## config.mk

```make
export PLATFORM = sky130hd
export DESIGN_NAME = axi_mem_arbiter
export DESIGN_NICKNAME = d
export VERILOG_FILES = /design/src/rtl/axi_arb_pkg.sv /design/src/rtl/axi_mem_arbiter_rr_arb2.sv /design/src/rtl/axi_mem_arbiter.sv
export SDC_FILE = /design/constraint.sdc
export NUM_CORES = 1
export LEC_CHECK = 0
export ABC_AREA = 1
export CORE_AREA = 3 3 169 171
export CTS_BUF_LIST = sky130_fd_sc_hd__clkbuf_8 sky130_fd_sc_hd__clkbuf_16
export DETAILED_ROUTE_END_ITERATION = 8
export DIE_AREA = 0 0 172 174
export PLACE_DENSITY = 0.48
export RECOVER_POWER = 100
export SYNTH_ARGS = -nofsm -noshare
export SYNTH_HDL_FRONTEND = slang
export SYNTH_HIERARCHICAL = 1
export SYNTH_SLANG_ARGS = --single-unit
```

## constraint.sdc

```tcl
create_clock -name clk -period 1.6 [get_ports clk]
set_input_delay 0.4 -clock clk [delete_from_list [all_inputs] [get_ports clk]]
set_output_delay 0.4 -clock clk [all_outputs]
set_load 0.02 [all_outputs]
```

## src/rtl/axi_arb_pkg.sv

```systemverilog
// Shared types and constants for the two-master AXI-lite memory arbiter.
package axi_arb_pkg;

    typedef enum logic [1:0] {W_IDLE, W_REQ, W_RESP} wr_state_e;
    typedef enum logic [1:0] {R_IDLE, R_ADDR, R_DATA} rd_state_e;

    // One-hot owner of a channel: bit 0 = CPU, bit 1 = GPU.
    typedef logic [1:0] gnt_t;

    localparam bit M_CPU = 1'b0;
    localparam bit M_GPU = 1'b1;

endpackage

```

## src/rtl/axi_mem_arbiter_rr_arb2.sv

```systemverilog
// Two-way grant logic for one channel of axi_mem_arbiter.
// Default: round-robin, pointer holds the last completed owner.
// ARB_CPU_PRIO_EN: fixed priority, CPU wins; no pointer register exists.
module rr_arb2
    import axi_arb_pkg::*;
(
    input  logic clk,
    input  logic rst_n,
    input  gnt_t req_i,
    input  logic advance_i,
    input  gnt_t owner_i,
    output gnt_t gnt_o
);

`ifdef ARB_CPU_PRIO_EN
    logic unused_ok;
    assign unused_ok = ^{clk, rst_n, advance_i, owner_i};

    // CPU always beats the GPU on a simultaneous request
    always_comb begin
        gnt_o = '0;
        if (req_i[M_CPU])      gnt_o[M_CPU] = 1'b1;
        else if (req_i[M_GPU]) gnt_o[M_GPU] = 1'b1;
    end
`else
    logic last_q, last_d;

    // last completed owner; reset to GPU so the CPU wins the first contest
    always_ff @(posedge clk or negedge rst_n) begin
        if (!rst_n) last_q <= 1'b1;
        else        last_q <= last_d;
    end

    // record the owner whose transaction just completed
    always_comb begin
        last_d = last_q;
        if (advance_i) last_d = owner_i[M_GPU];
    end

    // single requester wins outright; on a tie the non-last owner wins
    always_comb begin
        gnt_o = '0;
        case (req_i)
            2'b01:   gnt_o = 2'b01;
            2'b10:   gnt_o = 2'b10;
            2'b11:   gnt_o = last_q ? 2'b01 : 2'b10;
            default: gnt_o = '0;
        endcase
    end
`endif

endmodule

```

## src/rtl/axi_mem_arbiter.sv

```systemverilog
// Shares one AXI-lite slave port between CPU (m0) and mini-GPU (m1).
// Read and write channels are arbitrated independently; each channel holds
// one transaction and stays locked to its owner until the response completes.
// Optional macro ARB_CPU_PRIO_EN selects fixed CPU priority (see rr_arb2).
module axi_mem_arbiter
    import axi_arb_pkg::*;
#(
    parameter int XLEN   = 32,
    parameter int STRB_W = XLEN / 8
) (
    input  logic              clk,
    input  logic              rst_n,
    input  logic [XLEN-1:0]   m0_awaddr,
    input  logic              m0_awvalid,
    output logic              m0_awready,
    input  logic [XLEN-1:0]   m0_wdata,
    input  logic [STRB_W-1:0] m0_wstrb,
    input  logic              m0_wvalid,
    output logic              m0_wready,
    output logic              m0_bvalid,
    input  logic              m0_bready,
    input  logic [XLEN-1:0]   m0_araddr,
    input  logic              m0_arvalid,
    output logic              m0_arready,
    output logic [XLEN-1:0]   m0_rdata,
    output logic              m0_rvalid,
    input  logic              m0_rready,
    input  logic [XLEN-1:0]   m1_awaddr,
    input  logic              m1_awvalid,
    output logic              m1_awready,
    input  logic [XLEN-1:0]   m1_wdata,
    input  logic [STRB_W-1:0] m1_wstrb,
    input  logic              m1_wvalid,
    output logic              m1_wready,
    output logic              m1_bvalid,
    input  logic              m1_bready,
    input  logic [XLEN-1:0]   m1_araddr,
    input  logic              m1_arvalid,
    output logic              m1_arready,
    output logic [XLEN-1:0]   m1_rdata,
    output logic              m1_rvalid,
    input  logic              m1_rready,
    output logic [XLEN-1:0]   s_awaddr,
    output logic              s_awvalid,
    input  logic              s_awready,
    output logic [XLEN-1:0]   s_wdata,
    output logic [STRB_W-1:0] s_wstrb,
    output logic              s_wvalid,
    input  logic              s_wready,
    input  logic              s_bvalid,
    output logic              s_bready,
    output logic [XLEN-1:0]   s_araddr,
    output logic              s_arvalid,
    input  logic              s_arready,
    input  logic [XLEN-1:0]   s_rdata,
    input  logic              s_rvalid,
    output logic              s_rready,
    output logic [1:0]        wr_gnt,
    output logic [1:0]        rd_gnt
);

    wr_state_e wr_q, wr_d;
    rd_state_e rd_q, rd_d;
    gnt_t      wgnt_q, wgnt_d, rgnt_q, rgnt_d;
    gnt_t      wreq, rreq, warb, rarb;
    logic      aw_done_q, aw_done_d, w_done_q, w_done_d;
    logic      w_adv, r_adv;
    logic      aw_rdy, w_rdy, b_vld, ar_rdy, r_vld;

    logic [XLEN-1:0]   g_awaddr, g_wdata, g_araddr;
    logic [STRB_W-1:0] g_wstrb;
    logic              g_awvalid, g_wvalid, g_bready, g_arvalid, g_rready;

    assign wreq = {m1_awvalid | m1_wvalid, m0_awvalid | m0_wvalid};
    assign rreq = {m1_arvalid, m0_arvalid};

    rr_arb2 u_wr_arb (.clk(clk), .rst_n(rst_n), .req_i(wreq), .advance_i(w_adv),
                      .owner_i(wgnt_q), .gnt_o(warb));
    rr_arb2 u_rd_arb (.clk(clk), .rst_n(rst_n), .req_i(rreq), .advance_i(r_adv),
                      .owner_i(rgnt_q), .gnt_o(rarb));

    // state, grant and handshake-tracking registers for both channels
    always_ff @(posedge clk or negedge rst_n) begin
        if (!rst_n) begin
            wr_q      <= W_IDLE;
            rd_q      <= R_IDLE;
            wgnt_q    <= '0;
            rgnt_q    <= '0;
            aw_done_q <= 1'b0;
            w_done_q  <= 1'b0;
        end else begin
            wr_q      <= wr_d;
            rd_q      <= rd_d;
            wgnt_q    <= wgnt_d;
            rgnt_q    <= rgnt_d;
            aw_done_q <= aw_done_d;
            w_done_q  <= w_done_d;
        end
    end

    // select the granted master's request signals; zero when nobody owns a channel
    always_comb begin
        g_awaddr = '0; g_awvalid = 1'b0; g_wdata = '0; g_wstrb = '0;
        g_wvalid = 1'b0; g_bready = 1'b0;
        g_araddr = '0; g_arvalid = 1'b0; g_rready = 1'b0;
        if (wgnt_q[M_GPU]) begin
            g_awaddr = m1_awaddr; g_awvalid = m1_awvalid; g_wdata = m1_wdata;
            g_wstrb  = m1_wstrb;  g_wvalid  = m1_wvalid;  g_bready = m1_bready;
        end else if (wgnt_q[M_CPU]) begin
            g_awaddr = m0_awaddr; g_awvalid = m0_awvalid; g_wdata = m0_wdata;
            g_wstrb  = m0_wstrb;  g_wvalid  = m0_wvalid;  g_bready = m0_bready;
        end
        if (rgnt_q[M_GPU]) begin
            g_araddr = m1_araddr; g_arvalid = m1_arvalid; g_rready = m1_rready;
        end else if (rgnt_q[M_CPU]) begin
            g_araddr = m0_araddr; g_arvalid = m0_arvalid; g_rready = m0_rready;
        end
    end

    // write FSM: grant in IDLE, pass AW and W independently, then route B
    always_comb begin
        wr_d = wr_q; wgnt_d = wgnt_q; aw_done_d = aw_done_q; w_done_d = w_done_q;
        w_adv = 1'b0; s_awvalid = 1'b0; s_wvalid = 1'b0; s_bready = 1'b0;
        aw_rdy = 1'b0; w_rdy = 1'b0; b_vld = 1'b0;
        case (wr_q)
            W_IDLE: if (|wreq) begin
                wgnt_d = warb;
                wr_d   = W_REQ;
            end
            W_REQ: begin
                s_awvalid = g_awvalid & ~aw_done_q;
                s_wvalid  = g_wvalid & ~w_done_q;
                aw_rdy    = s_awready & ~aw_done_q;
                w_rdy     = s_wready & ~w_done_q;
                aw_done_d = aw_done_q | (s_awvalid & s_awready);
                w_done_d  = w_done_q | (s_wvalid & s_wready);
                if (aw_done_d && w_done_d) begin
                    wr_d      = W_RESP;
                    aw_done_d = 1'b0;
                    w_done_d  = 1'b0;
                end
            end
            W_RESP: begin
                s_bready = g_bready;
                b_vld    = s_bvalid;
                if (s_bvalid && g_bready) begin
                    wr_d   = W_IDLE;
                    wgnt_d = '0;
                    w_adv  = 1'b1;
                end
            end
            default: wr_d = W_IDLE;
        endcase
    end

    // read FSM: grant in IDLE, forward AR, then route R back to the owner
    always_comb begin
        rd_d = rd_q; rgnt_d = rgnt_q; r_adv = 1'b0;
        s_arvalid = 1'b0; s_rready = 1'b0; ar_rdy = 1'b0; r_vld = 1'b0;
        case (rd_q)
            R_IDLE: if (|rreq) begin
                rgnt_d = rarb;
                rd_d   = R_ADDR;
            end
            R_ADDR: begin
                s_arvalid = g_arvalid;
                ar_rdy    = s_arready;
                if (g_arvalid && s_arready) rd_d = R_DATA;
            end
            R_DATA: begin
                s_rready = g_rready;
                r_vld    = s_rvalid;
                if (s_rvalid && g_rready) begin
                    rd_d   = R_IDLE;
                    rgnt_d = '0;
                    r_adv  = 1'b1;
                end
            end
            default: rd_d = R_IDLE;
        endcase
    end

    assign s_awaddr = g_awaddr;
    assign s_wdata  = g_wdata;
    assign s_wstrb  = g_wstrb;
    assign s_araddr = g_araddr;

    assign m0_awready = aw_rdy & wgnt_q[M_CPU];
    assign m0_wready  = w_rdy  & wgnt_q[M_CPU];
    assign m0_bvalid  = b_vld  & wgnt_q[M_CPU];
    assign m0_arready = ar_rdy & rgnt_q[M_CPU];
    assign m0_rvalid  = r_vld  & rgnt_q[M_CPU];
    assign m0_rdata   = rgnt_q[M_CPU] ? s_rdata : '0;

    assign m1_awready = aw_rdy & wgnt_q[M_GPU];
    assign m1_wready  = w_rdy  & wgnt_q[M_GPU];
    assign m1_bvalid  = b_vld  & wgnt_q[M_GPU];
    assign m1_arready = ar_rdy & rgnt_q[M_GPU];
    assign m1_rvalid  = r_vld  & rgnt_q[M_GPU];
    assign m1_rdata   = rgnt_q[M_GPU] ? s_rdata : '0;

    assign wr_gnt = wgnt_q;
    assign rd_gnt = rgnt_q;

endmodule

```

==> results of run 1 <==
## power groups by stage
stage / logic [mW] / clock network, mW / registers [mW]
global route: 13.1 / 0.565 / 0.599
finish: 12.4 / 0.526 / 0.581
CTS: 10.9 / 0.553 / 0.561
detailed placement: 9.62 / 0 / 0.542
global placement: 9.68 / 0 / 0.539
floorplan: 4.64 / 0 / 0.589
## final cells by class
class,instances,area share
clock buffers,4,0.00996
inverters,89,0.0390
multi-input cells,267,0.242
flip-flops and latches,12,0.0345
well taps,341,0.0479
repair buffers,531,0.627
## worst paths after layout
path	startpoint	endpoint	slack [ps]	cells after the start
worst min-delay path	u_rd_arb/last_q	u_rd_arb/last_q	470	2
max in group asynchronous	rst_n	wr_gnt[0]	240	2
min in group asynchronous	rst_n	rd_q[1]	780	2
worst min register to register	u_rd_arb/last_q	u_rd_arb/last_q	470	2
worst max register to register	wr_gnt[0]	u_wr_arb/last_q	-190	14
worst max-delay path	rd_gnt[1]	s_araddr[31]	-250	5
## metal layers
metal	global-route usage	vias up
li1	-	2339
met1	0.133	2173
met2	0.231	205
met3	0.0212	12
met4	0.0186	0
met5	0	-
## sequential cells by signal, indices dropped and copies added (netlist names)
register,cells
rd_q,2
wr_gnt,2
aw_done_q,1
u_rd_arb/last_q,1
wr_q,2
rd_gnt,2
u_wr_arb/last_q,1
w_done_q,1
## synthesized netlist by cell type, types with 2 or more instances
library cell	count
a22o_1	100
nor2_2	2
nand3_1	10
o21ai_0	9
buf_4	3
clkbuf_1	10
inv_2	2
nand2_1	112
dfrtp_1	10
o21ai_1	2
nor2_1	20
inv_1	87
a21oi_1	5
dfstp_2	2
nor3_1	3
buf_2	16
## worst max-delay path: cells and delay by family, from the launching register on
kind / cells / cell delay, ps
simple gates: 1 / 130
compound gates: 1 / 180
flops: 1 / 470
buf+inv: 3 / 420
## what timing repair did
| action | 4_1_cts | 5_1_grt |
|---|---|---|
| pin swaps | 18 | 18 |
| setup buffers | 25 | 19 |
| endpoints found under the hold margin | 0 | 0 |
| resized for setup | 1001 | 306 |
| gates cloned | 8 | 3 |
| endpoints found under the setup margin | 182 | 185 |
## per-stage QoR
step	TNS (ps)	total power, mW	area, um^2
after floorplan	-3130	5.23	2460
after global placement	-80440	10.2	7500
after detailed placement	-80150	10.2	7500
after CTS	-27610	12.0	8030
after global routing	-36380	14.3	8920
final	-27090	13.6	8920
## cells by family after synthesis
family	count (synthesis)	share of synthesized area
and+or+nand+nor	149	0.250
AOI/OAI and AO/OA	118	0.416
DFF	12	0.129
buffers and inverters	119	0.205
==> flow_summary_export.csv, run 1 <==
group,metric,value,unit
outcome,run_status,"finished, violations left",
outcome,failed_checks,"setup timing",
critical_path,cpPeakStageDelay,470,ps
placement,io_buffers,431,
clocking,tritoncts,"done",
layout,nets,1153,
layout,n_antenna_cell,0,
routing,drt_iter0_drc,153,
clocking,clkTransAtPathRegs,50,ps
sta,fin_ws,-245,ps
power_and_ir_drop,p_leak,4.46,nW
layout,stdcell_count,1244,
grt,antenna_found_initial,0,
critical_path,crit_type,"reg -> out",
synth,synth_async_sr_flop_share,1.00,
sta,timing.hold.ws,472,ps
grt,grt_max_degree,30,
min_path,hold_path.class,"reg -> reg",
grt,grt_pass1_wl,27600,um
routing,remaining_drc_errors,0,
grt,overflow,0,
synth,yosysWarningCount,6,
critical_path,end_kind,"output port",
sta,finalHoldViolCount,0,
critical_path,cp_cell_sequence,"nor2_4 > buf_6 > buf_12 > a22o_1 > buf_6",
synth,synth_top_cell_by_area,"a22o_1",
sta,worst_slew_pin_slew,852,ps
synth,synth_top_area_share,0.374,
clocking,cts-root-buf,"clkbuf_16",
sta,fin_crit,1850,ps
placement,place.gp.congestion,0.844,
power_and_ir_drop,p_switching,6.26,mW
power_and_ir_drop,pwr-share-comb,0.918,
routing,drtAntennaViolNets,0,
clocking,clock-sinks,12,
die,start_util,0.0866,
power_and_ir_drop,sw_frac_of_total,0.462,
routing,dr.max_layer_used,"met4",
critical_path,cp.required,1200,ps
synth,synth-seq-area-share,0.129,
routing,wl_met3,1340,um
synth,netlist_top_cells_area,"a22o_1 37%, nand2_1 18%, inv_1 14%, dfrtp_1 11%, buf_2 3.4%",
routing,vias,4729,
die,die_width,172,um
layout,fillers,2877,
sta,rsz0062_at_grt,"true",
die,io_pins,432,
grt,grt_pass1_vias,4705,
critical_path,cpMaxStageDelayCell,"dfrtp_2",
grt,grt_use_total,0.118,
placement,post-dp-hpwl,15500,um
critical_path,worst_path_most_repeated_cell,"buf_6",
synth,synth_cell_type_count,21,
clocking,h-tree-depth,1,
power_and_ir_drop,seq_power_share,0.043,
layout,finish.utilization,0.330,
layout,final_cell_mix,"237 x clkdlybuf4s50_1, 165 x buf_6, 88 x a22o_1",
synth,syn_inst,398,
die,fp.dieArea,0.0299,mm^2
clocking,cts-hold-fix-buffers,0,
routing,routed_wirelength,20100,um
layout,regArea,308,um^2
sta,setup_viol,174,
sta,slew_violations,0,
routing,wl_met2,10900,um
clocking,clockBufferDepth,2,
routing,wire_per_inst,16.2,um
clocking,clock_latency,240,ps
flow_run,max_cap_viol_count,0,
sta,slew_headroom,0.432,
layout,drive_gt1_frac,0.489,
power_and_ir_drop,intPower,7.30,mW
synth,syn_area,0.00234,mm^2
layout,multiInputGateArea,0.00215,mm^2
power_and_ir_drop,p_clk_frac,0.039,
synth,syn_nets,647,
die,fp.dieH,174,um
die,core_area,0.0270,mm^2
die,row_count,60,
sta,timing.fmax,542,MHz
power_and_ir_drop,ir_drop,0.714,mV
synth,synth_edf_count,0,
critical_path,crit_arrival,1450,ps
routing,vias_per_cell,3.80,
clocking,numCtsBuffers,3,
critical_path,startpoint_type,"flip-flop",
synth,syn_area_per_cell,5.88,um^2
power_and_ir_drop,p_per_area,1520,mW/mm^2
sta,skew,0.668,ps
critical_path,worstPathMaxFanout,8,
placement,dp_slack,-722,ps
routing,wl_met1,7610,um
routing,drt_pass1_iterations,4,
synth,yosys_most_used_dff,"dfrtp_1",
sta,period_share,1.15,
placement,dpl.cell_count,1191,
synth,ys_ff_latch,12,
layout,final_common_cell,"clkdlybuf4s50_1",
layout,syn2layout_area_growth,281,%
Power figures use the tool's default switching activity.
==> inputs of run 2 (changes only) <==
--- a/config.mk
+++ b/config.mk
@@ -6,11 +6,11 @@
 export NUM_CORES = 1
 export LEC_CHECK = 0
 export ABC_AREA = 1
-export CORE_AREA = 3 3 169 171
+export CORE_AREA = 2 2 168 170
 export CTS_BUF_LIST = sky130_fd_sc_hd__clkbuf_8 sky130_fd_sc_hd__clkbuf_16
 export DETAILED_ROUTE_END_ITERATION = 8
-export DIE_AREA = 0 0 172 174
-export PLACE_DENSITY = 0.48
+export DIE_AREA = 0 0 170 172
+export PLACE_DENSITY = 0.44
 export RECOVER_POWER = 100
 export SYNTH_ARGS = -nofsm -noshare
 export SYNTH_HDL_FRONTEND = slang
==> run 2 against run 1 <==
  * The flow still finishes with violations (setup timing)
  * Clock skew barely moved
  * Utilization down 0.55 points
  * Maximum frequency down 0.67%
  * Setup slack got worse by 12 ps
  * Global-route usage shrank 0.14 points
  * Via count increased by 0.53%
  * Worst hold slack gained 6.4 ps
  * Critical endpoint is now s_arvalid
==> flow_summary_export.csv, run 2 (synthesized netlist as in run 1, its figures left out) <==
group,metric,value,unit
routing,vias_per_cell,3.83,
layout,nets,1146,
die,start_util,0.0852,
clocking,cts-hold-fix-buffers,0,
placement,post-dp-hpwl,15400,um
sta,fin_crit,1860,ps
layout,finish.utilization,0.324,
placement,io_buffers,431,
clocking,tritoncts,"done",
placement,place.gp.congestion,0.760,
die,die_width,170,um
sta,finalSetupTns,-27190,ps
outcome,failed_checks,"setup timing",
layout,stdcell_count,1242,
routing,remaining_drc_errors,0,
critical_path,crit_arrival,1460,ps
power_and_ir_drop,p_leak,4.41,nW
power_and_ir_drop,intPower,7.31,mW
die,row_count,61,
critical_path,cp.required,1200,ps
die,io_pins,432,
routing,drt_iter0_drc,122,
power_and_ir_drop,p_switching,6.24,mW
sta,period_share,1.16,
power_and_ir_drop,p_per_area,1520,mW/mm^2
routing,vias,4754,
layout,fillers,2919,
layout,n_antenna_cell,0,
power_and_ir_drop,p_clk_frac,0.038,
critical_path,end_kind,"output port",
grt,grt_pass1_vias,4528,
layout,final_common_cell,"clkdlybuf4s50_1",
clocking,clkTransAtPathRegs,50,ps
placement,dp_slack,-750,ps
critical_path,worstPathMaxFanout,3,
sta,setup_viol,175,
die,fp.dieArea,0.0292,mm^2
routing,drt_pass1_iterations,4,
sta,slew_headroom,0.525,
die,fp.dieH,172,um
clocking,clockBufferDepth,2,
sta,finalHoldViolCount,0,
grt,grt_pass1_wl,26300,um
routing,drtAntennaViolNets,0,
power_and_ir_drop,sw_frac_of_total,0.460,
grt,overflow,0,
clocking,clock-sinks,12,
routing,wire_per_inst,16.1,um
outcome,run_status,"finished, violations left",
clocking,cts-root-buf,"clkbuf_16",
sta,timing.fmax,538,MHz
grt,antenna_found_initial,1,
min_path,hold_path.class,"reg -> reg",
critical_path,startpoint_type,"flip-flop",
die,core_area,0.0275,mm^2
clocking,clock_latency,240,ps
sta,slew_violations,0,
clocking,h-tree-depth,1,
flow_run,max_cap_viol_count,0,
clocking,numCtsBuffers,3,
sta,fin_ws,-258,ps
power_and_ir_drop,ir_drop,0.664,mV
sta,worst_slew_pin_slew,713,ps
placement,dpl.cell_count,1192,
power_and_ir_drop,seq_power_share,0.041,
layout,syn2layout_area_growth,281,%
layout,final_cell_mix,"241 x clkdlybuf4s50_1, 168 x buf_6, 80 x a22o_1",
sta,skew,0.260,ps
routing,routed_wirelength,20000,um
layout,drive_gt1_frac,0.460,
power_and_ir_drop,pwr-share-comb,0.921,
critical_path,crit_type,"reg -> out",
grt,grt_use_total,0.117,
sta,rsz0062_at_grt,"true",
grt,grt_max_degree,33,
-- run 2: path summary, 6_finish.rpt --
check                                      from              end  slack [ps]  depth (start not counted)
worst max-delay path                  rd_gnt[1]        s_arvalid        -260                          6
min in group asynchronous                 rst_n        aw_done_q         730                          2
worst min-delay path            u_wr_arb/last_q  u_wr_arb/last_q         480                          2
worst min register to register  u_wr_arb/last_q  u_wr_arb/last_q         480                          2
worst max register to register        wr_gnt[1]          wr_q[1]         190                          9
max in group asynchronous                 rst_n        wr_gnt[1]         380                          2
-- run 2: metal layers --
metal	global-route usage	up-vias	share of wire
met5	0	-	0.00065
met4	0.0175	2	0.012
met3	0.0330	12	0.093
met2	0.228	243	0.53
met1	0.126	2168	0.36
li1	-	2329	-
-- run 2: worst max-delay path, cell delays in order, from the launching register on --
cell and delay, ps:
dfrtp_2 440, nor2_4 160, buf_12 130, buf_6 90
a22oi_2 60, nor3_2 170, buf_4 170
-- run 2: what timing repair did --
item	CTS	global route
setup endpoints to repair	183	182
setup buffers	14	23
gates cloned	7	7
gates resized for setup	904	299
pin swaps	22	27
-- run 2: metrics by stage --
stage | hold WS [ps] | power, mW | instance area [um^2]
after global routing | 492 | 14.3 | 8910
final | 479 | 13.6 | 8910
after detailed placement | 474 | 10.2 | 7480
after floorplan | 104 | 5.23 | 2460
after CTS | 479 | 12.0 | 8140
after global placement | 463 | 10.3 | 7480
-- run 2: layout make-up --
type                            instances  area, um^2  share of cell area
Clock buffer                            4        88.8             0.00997
Timing Repair Buffer                  524        5610               0.629
Multi-Input combinational cell        267        2130               0.239
Inverter                               89         349              0.0392
Tap cell                              346         433              0.0486
Sequential cell                        12         308              0.0345
-- run 2: power by group through the flow --
stage	clock network (mW)	logic, mW	registers, mW
3_5_place_dp	0	9.68	0.541
2_1_floorplan	0	4.64	0.589
6_report	0.512	12.5	0.555
3_3_place_gp	0	9.76	0.542
4_1_cts	0.531	11.0	0.553
5_1_grt	0.539	13.2	0.571
